===== config.mk =====
export PLATFORM = sky130hd
export DESIGN_NAME = harpoon_ctrl_flat
export DESIGN_NICKNAME = d
export VERILOG_FILES = /design/src/rtl/harpoon_ctrl_if.sv /design/src/rtl/harpoon_ctrl.sv /design/src/flat_wrapper.sv
export SDC_FILE = /design/constraint.sdc
export NUM_CORES = 1
export LEC_CHECK = 0
export CORE_MARGIN = 4
export CORE_UTILIZATION = 40
export DETAILED_ROUTE_END_ITERATION = 10
export HOLD_SLACK_MARGIN = 0.1
export PLACE_DENSITY = 0.73
export SYNTH_ARGS = -nofsm -noshare
export SYNTH_HDL_FRONTEND = slang
export SYNTH_SLANG_ARGS = --single-unit

===== constraint.sdc =====
create_clock -name frame_clk -period 4.5 [get_ports frame_clk]
set_input_delay 0.9 -clock frame_clk [delete_from_list [all_inputs] [get_ports frame_clk]]
set_output_delay 0.9 -clock frame_clk [all_outputs]
set_load 0.01 [all_outputs]

===== src/rtl/harpoon_ctrl_if.sv =====
// Pop channel between the harpoon controller (master) and the ball manager (slave).
interface harpoon_ctrl_if;
    logic       pop_valid;
    logic       pop_ready;
    logic [2:0] pop_idx;
    logic [1:0] pop_player;

    modport master (output pop_valid, output pop_idx, output pop_player, input pop_ready);
    modport slave  (input pop_valid, input pop_idx, input pop_player, output pop_ready);
endinterface


===== src/rtl/harpoon_ctrl.sv =====
// Harpoon lifecycle sequencer for both players plus a round-robin arbiter onto one pop channel.
// Define HARPOON_STICKY_EN to enable the sticky top-of-screen HOLD phase.
module harpoon_ctrl #(
    parameter int SPEED        = 5,
    parameter int Y_MIN        = 0,
    parameter int X_OFFSET     = 20,
    parameter int STICK_FRAMES = 120,
    parameter int COOL_FRAMES  = 8
) (
    input  logic           frame_clk,
    input  logic           Reset,
    input  logic [1:0]     game_on,
    input  logic           fire_p1,
    input  logic           fire_p2,
    input  logic [9:0]     p1_x,
    input  logic [9:0]     p2_x,
    input  logic [9:0]     player_y,
    input  logic           sticky_p1,
    input  logic           sticky_p2,
    input  logic [5:0]     hit_p1,
    input  logic [5:0]     hit_p2,
    harpoon_ctrl_if.master pop,
    output logic [9:0]     b1_x,
    output logic [9:0]     b1_y,
    output logic [9:0]     b2_x,
    output logic [9:0]     b2_y,
    output logic           b1_active,
    output logic           b2_active
);
    typedef enum logic [1:0] {IDLE, RISE, HOLD, COOL} shot_state_t;

    localparam int CNT_MAX = (STICK_FRAMES > COOL_FRAMES) ? STICK_FRAMES : COOL_FRAMES;
    localparam int CNT_W   = $clog2(CNT_MAX + 1);

    localparam logic [9:0]       TOP_Y      = 10'(Y_MIN);
    localparam logic [9:0]       RISE_LIMIT = 10'(Y_MIN + SPEED);
    localparam logic [9:0]       STEP       = 10'(SPEED);
    localparam logic [9:0]       X_ADD      = 10'(X_OFFSET);
    localparam logic [CNT_W-1:0] COOL_CNT   = CNT_W'(COOL_FRAMES);
    localparam logic [CNT_W-1:0] CNT_ONE    = CNT_W'(1);

    shot_state_t      st_q [2], st_d [2];
    logic [9:0]       bx_q [2], bx_d [2];
    logic [9:0]       by_q [2], by_d [2];
    logic [CNT_W-1:0] cnt_q [2], cnt_d [2];
    logic             fire_prev_q [2], fire_prev_d [2];
    logic             slot_v_q [2], slot_v_d [2];
    logic [2:0]       slot_idx_q [2], slot_idx_d [2];
    logic             rr_p2_q, rr_p2_d;
    logic             pop_valid_q, pop_valid_d;
    logic [2:0]       pop_idx_q, pop_idx_d;
    logic [1:0]       pop_player_q, pop_player_d;

    logic             fire [2];
    logic [9:0]       px [2];
    logic [5:0]       hit [2];
    logic             cap [2];
    logic             playing;
    logic             transfer;

    assign fire[0] = fire_p1;
    assign fire[1] = fire_p2;
    assign px[0]   = p1_x;
    assign px[1]   = p2_x;
    assign hit[0]  = hit_p1;
    assign hit[1]  = hit_p2;
    assign playing = (game_on == 2'd1);

`ifdef HARPOON_STICKY_EN
    localparam logic [CNT_W-1:0] STICK_CNT = CNT_W'(STICK_FRAMES);
    logic sticky [2];
    assign sticky[0] = sticky_p1;
    assign sticky[1] = sticky_p2;
`else
    logic unused_sticky;
    assign unused_sticky = sticky_p1 ^ sticky_p2;
`endif

    function automatic logic [2:0] lowest_set(input logic [5:0] v);
        lowest_set = 3'd0;
        for (int i = 5; i >= 0; i--) begin
            if (v[i]) lowest_set = 3'(i);
        end
    endfunction

    always_comb begin
        // NOTE: every signal driven here gets a default first, so no branch can infer a latch.
        transfer     = pop_valid_q & pop.pop_ready;
        rr_p2_d      = rr_p2_q;
        pop_valid_d  = 1'b0;
        pop_idx_d    = '0;
        pop_player_d = '0;
        for (int p = 0; p < 2; p++) begin
            st_d[p]        = st_q[p];
            bx_d[p]        = bx_q[p];
            by_d[p]        = by_q[p];
            cnt_d[p]       = cnt_q[p];
            fire_prev_d[p] = fire[p];
            cap[p]         = 1'b0;
            slot_v_d[p]    = slot_v_q[p] & ~(transfer & (pop_player_q == 2'(p + 1)));
            slot_idx_d[p]  = slot_idx_q[p];
            case (st_q[p])
                IDLE: begin
                    bx_d[p] = px[p];
                    by_d[p] = player_y;
                    // A fire edge while this player's pop is still waiting is dropped.
                    if (fire[p] && !fire_prev_q[p] && !slot_v_q[p]) begin
                        st_d[p] = RISE;
                        bx_d[p] = px[p] + X_ADD;
                    end
                end
                RISE: begin
                    if (hit[p] != 6'd0) begin
                        cap[p]   = 1'b1;
                        st_d[p]  = COOL;
                        cnt_d[p] = COOL_CNT;
                    end else if (by_q[p] <= RISE_LIMIT) begin
                        by_d[p]  = TOP_Y;
                        st_d[p]  = COOL;
                        cnt_d[p] = COOL_CNT;
`ifdef HARPOON_STICKY_EN
                        if (sticky[p]) begin
                            st_d[p]  = HOLD;
                            cnt_d[p] = STICK_CNT;
                        end
`endif
                    end else begin
                        by_d[p] = by_q[p] - STEP;
                    end
                end
                HOLD: begin
                    by_d[p] = TOP_Y;
                    if (hit[p] != 6'd0) begin
                        cap[p]   = 1'b1;
                        st_d[p]  = COOL;
                        cnt_d[p] = COOL_CNT;
                    end else if (cnt_q[p] <= CNT_ONE) begin
                        st_d[p]  = COOL;
                        cnt_d[p] = COOL_CNT;
                    end else begin
                        cnt_d[p] = cnt_q[p] - CNT_ONE;
                    end
                end
                COOL: begin
                    if (cnt_q[p] <= CNT_ONE) begin
                        st_d[p]  = IDLE;
                        cnt_d[p] = '0;
                        bx_d[p]  = px[p];
                        by_d[p]  = player_y;
                    end else begin
                        cnt_d[p] = cnt_q[p] - CNT_ONE;
                    end
                end
                default: st_d[p] = IDLE;
            endcase
            if (cap[p]) begin
                slot_v_d[p]   = 1'b1;
                slot_idx_d[p] = lowest_set(hit[p]);
            end
        end

        // After granting player 1 the pointer prefers player 2, and vice versa.
        if (transfer) rr_p2_d = (pop_player_q == 2'd1);

        pop_valid_d = slot_v_d[0] | slot_v_d[1];
        if (pop_valid_q && !pop.pop_ready) begin
            pop_idx_d    = pop_idx_q;
            pop_player_d = pop_player_q;
        end else if (slot_v_d[0] && (!slot_v_d[1] || !rr_p2_d)) begin
            pop_idx_d    = slot_idx_d[0];
            pop_player_d = 2'd1;
        end else if (slot_v_d[1]) begin
            pop_idx_d    = slot_idx_d[1];
            pop_player_d = 2'd2;
        end

        if (!playing) begin
            for (int p = 0; p < 2; p++) begin
                st_d[p]        = IDLE;
                bx_d[p]        = px[p];
                by_d[p]        = player_y;
                cnt_d[p]       = '0;
                fire_prev_d[p] = 1'b0;
                slot_v_d[p]    = 1'b0;
                slot_idx_d[p]  = '0;
            end
            rr_p2_d      = 1'b0;
            pop_valid_d  = 1'b0;
            pop_idx_d    = '0;
            pop_player_d = '0;
        end
    end

    always_ff @(posedge frame_clk) begin
        // NOTE: non-blocking assignments make every flop sample pre-edge values regardless of order.
        if (Reset) begin
            for (int p = 0; p < 2; p++) begin
                st_q[p]        <= IDLE;
                bx_q[p]        <= px[p];
                by_q[p]        <= player_y;
                cnt_q[p]       <= '0;
                fire_prev_q[p] <= 1'b0;
                slot_v_q[p]    <= 1'b0;
                slot_idx_q[p]  <= '0;
            end
            rr_p2_q      <= 1'b0;
            pop_valid_q  <= 1'b0;
            pop_idx_q    <= '0;
            pop_player_q <= '0;
        end else begin
            for (int p = 0; p < 2; p++) begin
                st_q[p]        <= st_d[p];
                bx_q[p]        <= bx_d[p];
                by_q[p]        <= by_d[p];
                cnt_q[p]       <= cnt_d[p];
                fire_prev_q[p] <= fire_prev_d[p];
                slot_v_q[p]    <= slot_v_d[p];
                slot_idx_q[p]  <= slot_idx_d[p];
            end
            rr_p2_q      <= rr_p2_d;
            pop_valid_q  <= pop_valid_d;
            pop_idx_q    <= pop_idx_d;
            pop_player_q <= pop_player_d;
        end
    end

    assign b1_x           = bx_q[0];
    assign b1_y           = by_q[0];
    assign b2_x           = bx_q[1];
    assign b2_y           = by_q[1];
    assign b1_active      = (st_q[0] == RISE) || (st_q[0] == HOLD);
    assign b2_active      = (st_q[1] == RISE) || (st_q[1] == HOLD);
    assign pop.pop_valid  = pop_valid_q;
    assign pop.pop_idx    = pop_idx_q;
    assign pop.pop_player = pop_player_q;
endmodule


===== src/flat_wrapper.sv =====
// flat-port wrapper written by rule: the top's interface ports become plain ports
module harpoon_ctrl_flat 
#(
    parameter int SPEED        = 5,
    parameter int Y_MIN        = 0,
    parameter int X_OFFSET     = 20,
    parameter int STICK_FRAMES = 120,
    parameter int COOL_FRAMES  = 8
)
  (frame_clk, Reset, game_on, fire_p1, fire_p2, p1_x, p2_x, player_y, sticky_p1, sticky_p2, hit_p1, hit_p2, b1_x, b1_y, b2_x, b2_y, b1_active, b2_active, pop_pop_valid, pop_pop_idx, pop_pop_player, pop_pop_ready);
  harpoon_ctrl_if pop_i ();
  input  logic frame_clk;
  input  logic Reset;
  input  logic [1:0] game_on;
  input  logic fire_p1;
  input  logic fire_p2;
  input  logic [9:0] p1_x;
  input  logic [9:0] p2_x;
  input  logic [9:0] player_y;
  input  logic sticky_p1;
  input  logic sticky_p2;
  input  logic [5:0] hit_p1;
  input  logic [5:0] hit_p2;
  output logic [9:0] b1_x;
  output logic [9:0] b1_y;
  output logic [9:0] b2_x;
  output logic [9:0] b2_y;
  output logic b1_active;
  output logic b2_active;
  output wire logic [$bits(pop_i.pop_valid)-1:0] pop_pop_valid;
  output wire logic [$bits(pop_i.pop_idx)-1:0] pop_pop_idx;
  output wire logic [$bits(pop_i.pop_player)-1:0] pop_pop_player;
  input wire logic [$bits(pop_i.pop_ready)-1:0] pop_pop_ready;
  assign pop_pop_valid = pop_i.pop_valid;
  assign pop_pop_idx = pop_i.pop_idx;
  assign pop_pop_player = pop_i.pop_player;
  assign pop_i.pop_ready = pop_pop_ready;
  harpoon_ctrl #(.SPEED(SPEED), .Y_MIN(Y_MIN), .X_OFFSET(X_OFFSET), .STICK_FRAMES(STICK_FRAMES), .COOL_FRAMES(COOL_FRAMES)) u_core (.frame_clk(frame_clk), .Reset(Reset), .game_on(game_on), .fire_p1(fire_p1), .fire_p2(fire_p2), .p1_x(p1_x), .p2_x(p2_x), .player_y(player_y), .sticky_p1(sticky_p1), .sticky_p2(sticky_p2), .hit_p1(hit_p1), .hit_p2(hit_p2), .pop(pop_i), .b1_x(b1_x), .b1_y(b1_y), .b2_x(b2_x), .b2_y(b2_y), .b1_active(b1_active), .b2_active(b2_active));
endmodule

==> results of run 1 <==
final timing paths:
check | start | endpoint | slack [ps] | cells after the start
max | game_on[1] | u_core.bx_q[0][19] | 1470 | 6
min | u_core.slot_idx_q[0][4] | u_core.slot_idx_q[0][4] | 480 | 2
max reg2reg | u_core.by_q[0][5] | u_core.cnt_q[0][6] | 1700 | 5
min reg2reg | u_core.slot_idx_q[0][4] | u_core.slot_idx_q[0][4] | 480 | 2
cell families (layout without fill, tap and decap cells):
family / after synthesis / after routing
AND/OR/NAND/NOR: 168 / 168
AO/OA/AOI/OAI: 92 / 92
flip-flops: 75 / 75
XOR/XNOR: 40 / 40
buffers and inverters: 26 / 128
adder cells (fa/ha/maj): 21 / 21
multiplexers: 6 / 6
per-layer routing:
metal,global-route usage [%],vias up
li1,-,1736
met1,18.4,1611
met4,5.19,0
met5,0,-
met2,27.5,73
met3,5.01,8
power breakdown:
part	leakage (nW)	switching, mW	internal (mW)	total, mW
clock	0.101	0.240	0.269	0.509
sequential	0.706	0.0190	0.747	0.766
combinational	1.18	0.0935	0.120	0.213
total	1.99	0.353	1.14	1.49
sequential cells by signal, indices dropped and copies added, names as in the netlist, 2 cells and up:
| register | cells |
|---|---|
| u_core.bx_q | 20 |
| u_core.by_q | 20 |
| u_core.cnt_q | 14 |
| u_core.slot_idx_q | 6 |
| u_core.st_q | 4 |
| u_core.pop.pop_idx | 3 |
| u_core.fire_prev_q | 2 |
| u_core.pop.pop_player | 2 |
| u_core.slot_v_q | 2 |
worst max-delay path: cells and delay by family:
| family | cells | cell delay (ps) |
|---|---|---|
| AND/OR/NAND/NOR | 4 | 1660 |
| buffers and inverters | 1 | 430 |
| XOR/XNOR | 1 | 130 |
layout make-up:
type	instances	area, µm²	share of cell area, %
Tap cell	136	170	3.11
Inverter	15	56.3	1.03
Clock buffer	11	141	2.58
Clock inverter	5	52.6	0.961
Sequential cell	75	1900	34.8
Multi-Input combinational cell	327	2180	39.8
Timing Repair Buffer	97	968	17.7
stage by stage:
| step | utilization (%) | setup slack (ps) | cells |
|---|---|---|---|
| finish | 53.5 | 1470 | 666 |
| global route | 53.5 | 1400 | 666 |
| CTS | 53.5 | 1480 | 666 |
| detailed placement | 51.6 | 1090 | 650 |
| global placement | 51.6 | 1110 | 650 |
| floorplan | - | 1840 | 428 |
synthesized netlist by cell type (3+ instances only):
cell,count
buf_2,3
a21oi_1,14
ha_1,21
nand2b_1,9
edfxtp_1,40
nand3_1,4
clkbuf_1,8
and2_1,6
nand2_1,43
o41ai_1,3
nor3_1,18
nor4_1,3
o31ai_1,16
or4_1,5
xor2_1,21
mux2i_1,4
a31oi_1,8
nor3b_1,4
or2_2,5
nor2b_1,8
dfxtp_1,35
o211ai_1,3
xnor2_1,19
inv_1,15
nor2_1,41
or3_1,7
o21ai_0,24
==> impl_metrics.csv, run 1 <==
group,metric,value,unit
logic_synthesis,synth_top_area_share,28.8,%
critical_path,slowest_stage,"or3b_1",
clocking,clkTransAtPathRegs,70,ps
clocking,cts_setup_buffers,0,
logic_synthesis,synth_area_per_cell,9.76,µm²
floorplanning,io-pin-count,99,
route,dr_wl_met3,584,µm
logic_synthesis,muxShareOfSynthArea,1.50,%
route,wl_met1,4020,µm
route,vias,3428,
timing,setup_viol,0,
flow_run,cap_violations,0,
layout,final_area,5470,µm²
critical_path,cp-start-kind,"input port",
logic_synthesis,synthArstFlopShare,0,%
floorplanning,initial_core_util,40.8,%
layout,drive_above_1_share,7.17,%
grt,grt_pass1_vias,3415,
route,vias_per_cell,5.15,
clocking,htreeDepth,3,
logic_synthesis,ys_ff_latch,75,
critical_path,arrival,3120,ps
route,dr.pass1.iters,4,
clocking,cts_tree,"done",
logic_synthesis,synth_xor_area_share,8.39,%
clocking,cts.sinks,75,
floorplanning,die_h,110,µm
layout,fin_nets,597,
logic_synthesis,synth_top_area_cell,"edfxtp_1",
layout,syn2layout_area_growth,31.0,%
placed_design,placedInstanceArea,5280,µm²
pwr,peakVddDrop,164,µV
logic_synthesis,synth_fa_ha_area_share,6.29,%
logic_synthesis,synth_top_family_by_area,"simple AND/OR/NAND/NOR gates",
floorplanning,rows,37,
critical_path,cpPeakStageDelay,630,ps
floorplanning,core_region_area,10200,µm²
logic_synthesis,synthFlopType,"edfxtp_1",
floorplanning,die_area,12100,µm²
timing,fin_crit_sh,67.3,%
outcome,outcome,"finished clean",
layout,nFillCells,919,
logic_synthesis,netlist_instances,428,
clocking,clk_latency,340,ps
min_path,hold_path.class,"flop to flop",
route,wl,9420,µm
clocking,hold_buffers,0,
timing,finalHoldViolations,0,
critical_path,setup.worst_path.end_class,"flop",
placed_design,portBuffers,96,
route,highest_layer,"met4",
critical_path,crit_chain,"clkdlybuf4s50_1, or3b_1, or3_1, and4bb_2, nand3_1, xnor2_1",
route,wl_per_cell,14.1,µm
floorplanning,die_w,110,µm
grt,grt.total_usage,15.8,%
grt,antenna_found_initial,0,
timing,finalClockSkew,17.5,ps
route,drc,0,
layout,diodes,0,
logic_synthesis,syn_area,4180,µm²
timing,holdWs,484,ps
timing,min_period,3030,ps
logic_synthesis,synth_edf_count,40,
layout,mostFrequentLayoutCells,"clkdlybuf4s50_1 (96), nand2_1 (43), nor2_1 (41)",
timing,tightestPinTransition,1210,ps
critical_path,path_max_fanout,15,
logic_synthesis,ys_top_cells_by_area,"edfxtp_1 (29%), dfxtp_1 (17%), ha_1 (6.3%)",
placed_design,dp_hpwl,7350,µm
logic_synthesis,synthDistinctLibCells,59,
pwr,powerDensity,272,nW/µm²
grt,grt_first_pass_wirelength,15200,µm
grt,grt_max_degree,22,
timing,rsz0062_at_grt,"false",
timing,fin_tns_setup,0,ps
timing,relSlewSlack,18.8,%
critical_path,critPathKind,"input port to flop",
route,drt_iter0_drc,153,
clocking,cts_resized,0,
layout,final_common_cell,"clkdlybuf4s50_1",
clocking,cts_root_buf,"clkbuf_8",
logic_synthesis,synth_compound_area_share,15.0,%
route,dr_wl_met2,4710,µm
route,postRouteAntennaNets,0,
timing,final-max-slew-violation-count,0,
pwr,finalPower,1.49,mW
grt,overflow,0,
logic_synthesis,synth-simple-area-share,20.9,%
logic_synthesis,synth_warnings,0,
logic_synthesis,synth_fp_nets,500,
timing,timing.fmax,330,MHz
critical_path,cp.required,4590,ps
clocking,cts_inserted_buffers,9,
logic_synthesis,ys_seq_area_share,45.5,%
pwr,leakagePower,1.99,nW
clocking,cts_buffer_depth,2,
placed_design,place_congestion,0.842,
No activity file was read; power rests on OpenSTA's default activity.
==> run 2, diff against run 1 <==
==> constraint.sdc (replaced) <==
create_clock -name frame_clk -period 3.1 [get_ports frame_clk]
set_input_delay 0.62 -clock frame_clk [delete_from_list [all_inputs] [get_ports frame_clk]]
set_output_delay 0.62 -clock frame_clk [all_outputs]
set_load 0.01 [all_outputs]
==> impl_metrics.csv, run 2 (synthesized netlist as in run 1, its figures left out) <==
group,metric,value,unit
grt,grt_max_degree,19,
layout,diodes,0,
pwr,leakagePower,2.03,nW
layout,drive_above_1_share,8.91,%
clocking,hold_buffers,0,
route,vias,3525,
clocking,cts_inserted_buffers,9,
timing,finalClockSkew,12.2,ps
floorplanning,io-pin-count,99,
clocking,clkTransAtPathRegs,80,ps
clocking,cts_root_buf,"clkbuf_8",
timing,setup_viol,0,
route,wl,9700,µm
clocking,clk_latency,360,ps
layout,syn2layout_area_growth,33.2,%
timing,fin_tns_setup,0,ps
timing,final-max-slew-violation-count,0,
timing,timing.fmax,400,MHz
timing,fin_crit_sh,80.7,%
min_path,hold_path.class,"flop to flop",
grt,grt.total_usage,16.3,%
floorplanning,initial_core_util,40.8,%
timing,finalHoldViolations,0,
timing,min_period,2500,ps
grt,antenna_found_initial,0,
route,wl_per_cell,14.4,µm
critical_path,cp.required,2480,ps
critical_path,path_max_fanout,7,
route,dr.pass1.iters,4,
floorplanning,rows,37,
critical_path,cp-start-kind,"flop",
placed_design,portBuffers,96,
floorplanning,core_region_area,10200,µm²
grt,grt_pass1_vias,3446,
pwr,finalPower,2.26,mW
placed_design,place_congestion,0.841,
placed_design,dp_hpwl,7510,µm
pwr,peakVddDrop,217,µV
pwr,powerDensity,407,nW/µm²
floorplanning,die_area,12100,µm²
critical_path,critPathKind,"flop to primary output",
placed_design,place_inst,659,
route,drc,0,
clocking,cts_setup_buffers,0,
route,postRouteAntennaNets,0,
clocking,cts.sinks,75,
timing,relSlewSlack,54.1,%
route,vias_per_cell,5.22,
route,drt_iter0_drc,160,
layout,fin_cells,675,
layout,fin_nets,606,
outcome,outcome,"finished clean",
clocking,htreeDepth,3,
grt,grt_first_pass_wirelength,15700,µm
timing,rsz0062_at_grt,"false",
clocking,cts_buffer_depth,2,
flow_run,cap_violations,0,
clocking,cts_resized,0,
floorplanning,die_w,110,µm
critical_path,setup.worst_path.end_class,"primary output",
layout,mostFrequentLayoutCells,"clkdlybuf4s50_1 (96), nand2_1 (43), nor2_1 (41)",
grt,overflow,0,
layout,reg_top3,"u_core.bx_q x20, u_core.by_q x20, u_core.cnt_q x14",
floorplanning,die_h,110,µm
timing,tightestPinTransition,683,ps
critical_path,arrival,1880,ps
clocking,cts_tree,"done",
layout,final_common_cell,"clkdlybuf4s50_1",
==> run 2: worst paths after layout <==
check                           from                       to  slack (ps)  cells after the start
min reg2reg  u_core.slot_idx_q[0][1]  u_core.slot_idx_q[0][1]         480                      2
max reg2reg        u_core.by_q[0][5]        u_core.st_q[0][1]         790                      5
max                u_core.st_q[0][2]                b2_active         600                      3
min          u_core.slot_idx_q[0][1]  u_core.slot_idx_q[0][1]         480                      2
==> run 2: metal layers <==
| layer | global-route usage (%) | share of wire, % | wire [µm] | up-vias |
|---|---|---|---|---|
| li1 | - | - | - | 1757 |
| met1 | 19.3 | 41 | 4020 | 1670 |
| met2 | 28.1 | 50 | 4870 | 83 |
| met3 | 5.18 | 6.7 | 650 | 15 |
| met4 | 5.36 | 1.6 | 159 | 0 |
| met5 | 0 | 0 | 0 | - |
==> run 2: per-stage QoR <==
| step | worst slack, ps | hold slack, ps | util (%) | cell area, µm² |
|---|---|---|---|---|
| floorplan | 717 | 444 | - | 4180 |
| global placement | 238 | 467 | 52.2 | 5340 |
| CTS | 582 | 485 | 54.3 | 5560 |
| detailed placement | 202 | 464 | 52.2 | 5340 |
| finish | 597 | 478 | 54.3 | 5560 |
| global route | 471 | 517 | 54.3 | 5560 |
==> run 2: power by group <==
group	switching, mW	internal (mW)
Clock	0.385	0.455
Sequential	0.0274	1.08
Combinational	0.137	0.177
==> run 2: final cells by class <==
cell class | count | area, µm²
fillers | 894 | 4670
multi-input cells | 327 | 2180
flip-flops and latches | 75 | 1900
repair buffers | 106 | 1040
well taps | 136 | 170
clock buffers | 10 | 128
clock inverters | 6 | 88.8
inverters | 15 | 56.3
==> run 2: worst max-delay path: stages, from the launching register on <==
cell	delay (ps)
dfxtp_1	440
inv_1	100
ha_1	410
clkdlybuf4s50_1	590
